<file path="src/rtl/fpu_arbiter.sv">
// fpu_arbiter: shares one FPU between NUM_REQ requesters.
//   Round-robin grant in IDLE, operands latched and held on the FPU inputs,
//   result captured FPU_LATENCY edges after the grant and returned with an ID.
// Ports:
//   clock, reset            - clock, asynchronous active-low reset
//   req_valid/req_ready     - per-requester handshake (at most one ready)
//   req_op_a/req_op_b       - flattened 32-bit operands, requester i at [32i+31:32i]
//   fpu_op_a/fpu_op_b       - operands to the FPU, stable until the next grant
//   fpu_data_in/status_in   - FPU result and status
//   resp_valid/resp_ready   - result handshake; resp_id/data/status held in RESP
//   busy                    - high whenever not IDLE
module fpu_arbiter #(
  parameter int unsigned NUM_REQ     = 4,
  parameter int unsigned ID_W        = 2,
  parameter int unsigned FPU_LATENCY = 4
) (
  input  logic                    clock,
  input  logic                    reset,
  input  logic [NUM_REQ-1:0]      req_valid,
  output logic [NUM_REQ-1:0]      req_ready,
  input  logic [NUM_REQ*32-1:0]   req_op_a,
  input  logic [NUM_REQ*32-1:0]   req_op_b,
  output logic [31:0]             fpu_op_a,
  output logic [31:0]             fpu_op_b,
  input  logic [31:0]             fpu_data_in,
  input  logic [3:0]              fpu_status_in,
  output logic                    resp_valid,
  input  logic                    resp_ready,
  output logic [ID_W-1:0]         resp_id,
  output logic [31:0]             resp_data,
  output logic [3:0]              resp_status,
  output logic                    busy
);

  localparam int unsigned CNT_W = $clog2(FPU_LATENCY + 1);

  typedef enum logic [1:0] {
    ST_IDLE = 2'd0,
    ST_WAIT = 2'd1,
    ST_RESP = 2'd2
  } state_t;

  state_t           r_state;
  state_t           w_next;
  logic [CNT_W-1:0] r_cnt;
  logic [ID_W-1:0]  r_last;
  logic [ID_W-1:0]  w_win;
  logic [ID_W-1:0]  w_cand;
  logic             w_found;
  logic             w_hs;
  logic [31:0]      r_op_a;
  logic [31:0]      r_op_b;
  logic             r_resp_valid;
  logic [ID_W-1:0]  r_resp_id;
  logic [31:0]      r_resp_data;
  logic [3:0]       r_resp_status;
  logic [31:0]      w_op_a [NUM_REQ];
  logic [31:0]      w_op_b [NUM_REQ];

  for (genvar g = 0; g < NUM_REQ; g++) begin : g_unpack
    assign w_op_a[g] = req_op_a[32*g +: 32];
    assign w_op_b[g] = req_op_b[32*g +: 32];
  end

  // Circular search starting just after the last grant; first valid wins.
  always_comb begin
    w_found = 1'b0;
    w_win   = '0;
    w_cand  = '0;
    for (int unsigned k = 1; k <= NUM_REQ; k++) begin
      w_cand = ID_W'((r_last + k) % NUM_REQ);
      if (!w_found && req_valid[w_cand]) begin
        w_found = 1'b1;
        w_win   = w_cand;
      end
    end
  end

  // The winner is always valid, so a grant in IDLE is a handshake.
  assign w_hs = (r_state == ST_IDLE) && w_found;

  always_ff @(posedge clock or negedge reset) begin
    if (!reset) r_state <= ST_IDLE;
    else        r_state <= w_next;
  end

  always_comb begin
    w_next    = r_state;
    req_ready = '0;
    busy      = 1'b1;
    case (r_state)
      ST_IDLE: begin
        busy = 1'b0;
        // Gated with reset so ready reads zero while reset is asserted.
        if (w_found && reset) req_ready = NUM_REQ'(1) << w_win;
        if (w_hs) w_next = ST_WAIT;
      end
      ST_WAIT: if (r_cnt == CNT_W'(1)) w_next = ST_RESP;
      ST_RESP: if (resp_ready) w_next = ST_IDLE;
      default: w_next = ST_IDLE;
    endcase
  end

  always_ff @(posedge clock or negedge reset) begin
    if (!reset) begin
      r_cnt         <= '0;
      r_last        <= ID_W'(NUM_REQ - 1);
      r_op_a        <= '0;
      r_op_b        <= '0;
      r_resp_valid  <= 1'b0;
      r_resp_id     <= '0;
      r_resp_data   <= '0;
      r_resp_status <= '0;
    end else begin
      if (w_hs) begin
        r_op_a    <= w_op_a[w_win];
        r_op_b    <= w_op_b[w_win];
        r_resp_id <= w_win;
        r_last    <= w_win;
        r_cnt     <= CNT_W'(FPU_LATENCY);
      end
      if (r_state == ST_WAIT) begin
        r_cnt <= r_cnt - CNT_W'(1);
        if (r_cnt == CNT_W'(1)) begin
          r_resp_data   <= fpu_data_in;
          r_resp_status <= fpu_status_in;
          r_resp_valid  <= 1'b1;
        end
      end
      if (r_state == ST_RESP && resp_ready) r_resp_valid <= 1'b0;
    end
  end

  assign fpu_op_a    = r_op_a;
  assign fpu_op_b    = r_op_b;
  assign resp_valid  = r_resp_valid;
  assign resp_id     = r_resp_id;
  assign resp_data   = r_resp_data;
  assign resp_status = r_resp_status;

endmodule

</file>
<file path="config.mk">
export PLATFORM = sky130hd
export DESIGN_NAME = fpu_arbiter
export DESIGN_NICKNAME = d
export VERILOG_FILES = /design/src/rtl/fpu_arbiter.sv
export SDC_FILE = /design/constraint.sdc
export NUM_CORES = 1
export LEC_CHECK = 0
export ABC_AREA = 0
export CAP_MARGIN = 15
export CORE_AREA = 5 5 155 157
export DETAILED_ROUTE_END_ITERATION = 10
export DIE_AREA = 0 0 160 162
export PLACE_DENSITY = 0.65
export SLEW_MARGIN = 0
export SYNTH_ARGS = -nofsm -noshare
export SYNTH_HDL_FRONTEND = slang
export SYNTH_SLANG_ARGS = --single-unit
</file>
<file path="constraint.sdc">
create_clock -name clock -period 2.4 [get_ports clock]
set_input_delay 0.24 -clock clock [delete_from_list [all_inputs] [get_ports clock]]
set_output_delay 0.24 -clock clock [all_outputs]
set_load 0.02 [all_outputs]
</file>
# Word level (Yosys, flattened, before mapping)
# Index checks and enable logic that the tools add are counted.
word_totals:
  register_bits: 110
  latch_bits: 0
  ramBits: 0
  romBits: 0
  in_bits: 299
  wordCells: 77
  n_memories: 0
classes:
  n_addsub: 5
  n_mul: 0
  n_div: 0
  magnitude_cmp: 5
  n_eq_ne: 6
  n_shift: 1
  muxes: 34
  bitwise: 1
  reduce_logical: 16
op_table:
  columns: ["op", "n"]
  rows:
  - ["binary-select mux 32 bit (select 2 bit)", 2]
  - ["two-way mux 32 bit", 4]
  - ["two-way mux 2 bit", 7]
  - ["< comparator 2 x 3 -> 1 bit (second input constant)", 4]
  - ["two-way mux 1 bit", 12]
  - ["binary-select mux 1 bit (select 2 bit)", 4]
  - ["two-way mux 4 bit", 2]
  - ["logical AND 1 bit", 6]
  - ["two-way mux 3 bit", 2]
  - ["!= test 2 bit (second input constant)", 3]
  - ["one-hot mux 2 bit (3 select lines)", 1]
  - ["nonzero test 2 bit", 3]
  - ["adder 2 x 1 -> 2 bit (second input constant)", 2]
  - ["adder 2 bit (second input constant)", 2]
  - ["AND reduction 2 bit", 2]
  - ["left shift 1 x 2 -> 4 bit (first input constant)", 1]
  - ["equality test 3 x 1 -> 1 bit (second input constant)", 1]
  - ["greater-or-equal comparator 3 bit (second input constant)", 1]
  - ["logical NOT 1 bit", 3]
  - ["inverter 2 -> 3 bit", 1]
  - ["AND reduction 3 bit", 1]
  - ["subtractor 3 x 1 -> 3 bit (second input constant)", 1]
  - ["equality test 2 x 1 -> 1 bit (second input constant)", 1]
  - ["equality test 2 bit (second input constant)", 1]
  - ["logical NOT 2 bit", 1]

# Logic depth before layout (Yosys ltp)
logic_depth:
  depth_word: 17
  mapped_depth: 8
  mapped_depth_nobuf: 5

# Worst setup path after synthesis
# Ideal clock, no wire load.
synth_path:
  path_kind: "reg2out"
  startpoint: "register r_last[0]"
  endpoint: "output req_ready[2]"
  t_arrival_ns: 1.790
  required_time_ns: 2.160
  slack_ns: 0.370
  path_stages_with_launch: 8
  cell_sequence: "dfstp_2 -> buf_2 -> inv_1 -> o21ai_0 -> buf_2 -> buf_1 -> nand3_1 -> nor2_1"
synth_via:
  elab_chain_len: 16
  elab_cells_between_ends: 30
  classes_between: "4 x add/sub; 1 x shift; 18 x mux; 7 x reduce/logical"
synth_rtl:
  columns: ["element", "line", "rtl"]
  rows:
  - ["from (decl)", "46", "logic [ID_W-1:0] r_last;"]
  - ["from (signal assigned)", "107", "r_last <= ID_W'(NUM_REQ - 1);"]
  - ["from (signal assigned)", "119", "r_last <= w_win;"]
  - ["adder 2 x 1 -> 2 bit", "71", "w_cand = ID_W'((r_last + k) % NUM_REQ);"]
  - ["binary-select mux 1 bit (select 2 bit)", "72", "if (!w_found && req_valid[w_cand]) begin"]
  - ["two-way mux 1 bit (not written as such)", "72", null]
  - ["two-way mux 1 bit", "72", null]
  - ["logical NOT 1 bit", "72", null]
  - ["logical AND 1 bit", "72", null]
  - ["two-way mux 1 bit", "72", null]
  - ["logical NOT 1 bit", "72", null]
  - ["logical AND 1 bit", "72", null]
  - ["two-way mux 1 bit", "72", null]
  - ["logical NOT 1 bit", "72", null]
  - ["logical AND 1 bit", "72", null]
  - ["two-way mux 2 bit / two-way mux 1 bit (equally long branches)", "72", null]
  - ["left shift 1 x 2 -> 4 bit / logical AND 1 bit (equally long branches)", "95", "if (w_found && reset) req_ready = NUM_REQ'(1) << w_win;"]
  - ["two-way mux 4 bit (*)", "95", null]
  - ["two-way mux 4 bit (*)", "91", "case (r_state)"]
  - ["to (decl)", "20", "output logic [NUM_REQ-1:0] req_ready,"]
# Every way passes the cells marked *; elsewhere a longest branch is shown, timed or not. The select of a mux whose other input is x is not followed.

# Worst setup path in the final report
layout_path:
  startpoint: "register r_last[0]"
  endpoint: "output req_ready[3]"
# The elaborated chain is that of the path after synthesis.

==> summary.txt <==
Power
  – Clock power frac: 0.130
  – Internal Pwr Total: 6.811 mW
  – Logic gate share of total power: 0.587
  – Sw power: 4.962 mW
  – Total power per unit cell area: ~1100 nW/µm²
  – Worst IR Drop VDD: about 0.00048 V
  – Sequential Power Share: 0.283
  – Sw Share: 0.4215
  – Leakage power total: 3.984 nW

Clocking
  – CTS sink cnt: 110
  – Worst skew pair latency: 360 ps
  – CTS tree: done
  – Root Buffer: clkbuf_16
  – Max Root-Sink Buffers: 2
  – CTS H-Tree Depth: 3
  – Reg clk slew, reported paths: 90 ps
  – TritonCTS Buffers: 9

Final layout
  – Area Growth Syn to Fin: 79.72%
  – Fillers: 2133
  – Fin nets: 1276
  – Share of cells above drive strength 1: 0.09388
  – Final std cells w/o fill: 1266

Yosys
  – Top_reg_cell synth: dfrtp_1
  – Synth Warn #: 0
  – Syn Inst Count: 606
  – EDFF count, synth: 0
  – Count leader, synth: dfrtp_1
  – Share of the synthesized area in the top cell type: 0.4586
  – Cell area after synthesis: 5893 µm²
  – Yosys cell types: 40
  – Ys async rst share: 1.000
  – Synth area leader: dfrtp_1
  – Largest cells by area after synthesis: dfrtp_1 46%, a32oi_1 9.5%, a41oi_1 9.5%
  – Seq/Total Area, Yosys: 0.4675
  – #FFs+latches synth: 110
  – Synthesized net count: 907
  – Syn Area/Cell: 9.725 µm²
  – Top cells by count, synth: 108 x dfrtp_1, 71 x nand2_1, 69 x nor2_1

Floorplan
  – Num rows: 55
  – Die area: 25920 µm²
  – I/O Pins: 407
  – Starting Density: 0.2635
  – Die height: 162 µm
  – CORE AREA: 22370 µm²
  – Die W: 160 µm

Worst setup path
  – WS Path Type: flip-flop to output pin
  – Crit end category: output pin
  – Crit Path Max Fanout: 10
  – CP Launch Type: flip-flop
  – CP Data Arrival Time: 1970 ps
  – Worst path required time: 2160 ps

Global routing
  – Maximum number of pins on one net before global-route repair: between 100 and 150
  – Vias in the first global route: 6870
  – First-pass GRT wire length: 40.70 mm
  – Total GRT Usage: 0.1990
  – Grt ovf: 0
  – Initial antenna violation count: 2

Min path
  – HP Class: primary input to async pin

Route
  – Residual DRC: 0
  – Vias: 6727
  – Initial detailed-routing violation count: 423
  – First-pass iteration count of the detailed router: 5
  – Total Wirelength: 27.16 mm
  – Routed vias/inst: 5.314
  – Wire length per cell: 21.45 µm
  – DRT antenna net count: 0

STA
  – RSZ-0062 raised after global routing: no
  – Max-slew violation count: 0
  – Hold Vio Cnt, Final: 0
  – Final setup vio count: 0
  – Setup TNS: 0 ps
  – Tightest Pin Transition: 815.8 ps
  – Clock Skews: 16.16 ps
  – Crit path time final: 2206 ps
  – Worst slew margin: 0.4561
  – Final period util: 0.9191
  – Fmax: 453.3 MHz

Place
  – Cells after DPL: 1246
  – IO Port Bufs: 406
  – Placer Congestion: 0.8332
  – Detailed Place HPWL: 19.96 mm

Flow run
  – Total of max-cap violations: 0

Status
  – Status: finished clean
==> area by class of cell <==
| cell class | instances | area (µm²) | area share |
|---|---|---|---|
| clock inverter | 6 | 62.56 | 0.005907 |
| multi-input combinational | 415 | 2815 | 0.2658 |
| timing repair buffer | 432 | 4344 | 0.4102 |
| antenna | 1 | 2.502 | 0.0002363 |
| clock buffer | 10 | 229.0 | 0.02162 |
| inverter | 7 | 26.28 | 0.002481 |
| tap | 285 | 356.6 | 0.03367 |
| sequential | 110 | 2755 | 0.2601 |
==> per-stage QoR <==
stage / util / hold WS, ps / instance area, µm² / worst slack (ps) / total power [mW]
finish: 0.4736 / 343.8 / 10590 / 194.1 / 11.77
global route: 0.4735 / 345.6 / 10590 / 102.9 / 12.47
CTS: 0.4735 / 341.2 / 10590 / 173.8 / 11.90
detailed placement: 0.4595 / 86.73 / 10280 / 27.15 / 10.32
global placement: 0.4595 / 86.19 / 10280 / 16.24 / 10.22
floorplan: - / -55.59 / 5893 / 369.8 / 6.909
==> flip-flops by register name (all words and copies together), names as in the netlist <==
name,flops
r_cnt,3
fpu_op_a,32
resp_status,4
fpu_op_b,32
r_state,2
resp_valid,1
resp_id,2
r_last,2
resp_data,32
==> metal layers <==
metal / track usage / share of wire / vias to the layer above / wire [µm]
met1: 0.2354 / 0.39 / 3262 / 10570
li1: - / - / 3092 / -
met4: 0.07431 / 0.029 / 2 / 778
met5: 0 / 0.00041 / - / 11
met2: 0.3493 / 0.50 / 332 / 13520
met3: 0.05075 / 0.084 / 39 / 2272
==> worst max-delay path: stages, from the launching register on <==
cell	delay, ps
dfstp_2	630
a211oi_1	100
o31a_2	380
and3_1	200
dlygate4sd2_1	320
==> cells in the final DEF, fill, tap and decap left out, types with 3 or more instances in the layout <==
cell type / n
a21o_1: 4
buf_12: 8
or2_2: 3
o21ai_0: 4
nand2_1: 71
mux2_2: 36
inv_1: 7
nor2_1: 68
a32oi_1: 64
buf_4: 18
nand3_1: 3
dfrtp_1: 108
inv_6: 3
clkbuf_16: 9
clkdlybuf4s50_1: 399
a31oi_1: 65
nand2b_1: 3
dlygate4sd2_1: 4
a41oi_1: 64
==> worst paths after layout <==
kind	cells after the start	startpoint	end	slack [ps]
setup / recovery	4	r_last[0]$_DFFE_PN1P_	req_ready[3]	190
hold / removal	2	reset	fpu_op_a[23]$_DFFE_PN0P_	340
setup reg to reg	5	r_last[0]$_DFFE_PN1P_	fpu_op_b[1]$_DFFE_PN0P_	260
hold reg to reg	1	resp_valid$_DFFE_PN0P_	resp_valid$_DFFE_PN0P_	490
max in group asynchronous	3	reset	fpu_op_b[5]$_DFFE_PN0P_	1230
min in group clock	3	req_valid[2]	fpu_op_a[23]$_DFFE_PN0P_	390
==> logic make-up (layout without fill, tap and decap cells) <==
kind of cell    Yosys count  after routing  share of synthesized area
compound gates          215            215                     0.2851
other cells               0              1                          0
fa+ha+maj                 2              2                   0.004246
simple gates            162            162                     0.1132
flops                   110            110                     0.4675
mux                      36             36                    0.06879
buf+inv                  81            455                    0.06115
==> power groups by stage <==
| stage | Combinational (mW) | Sequential (mW) | Clock, mW |
|---|---|---|---|
| floorplan | 2.54 | 4.37 | 0 |
| global placement | 6.88 | 3.35 | 0 |
| detailed placement | 6.93 | 3.38 | 0 |
| CTS | 6.99 | 3.33 | 1.58 |
| global route | 7.37 | 3.45 | 1.65 |
| finish | 6.92 | 3.33 | 1.53 |
==> what timing repair did <==
action | 4_1_cts | 5_1_grt
endpoints found under the hold margin | 6 | 0
gates resized for setup | 4 | 0
hold buffers | 1 | 0
endpoints found under the setup margin | 4 | 0
buffers inserted | 2 | 0
(Power assumes the default switching activity.)
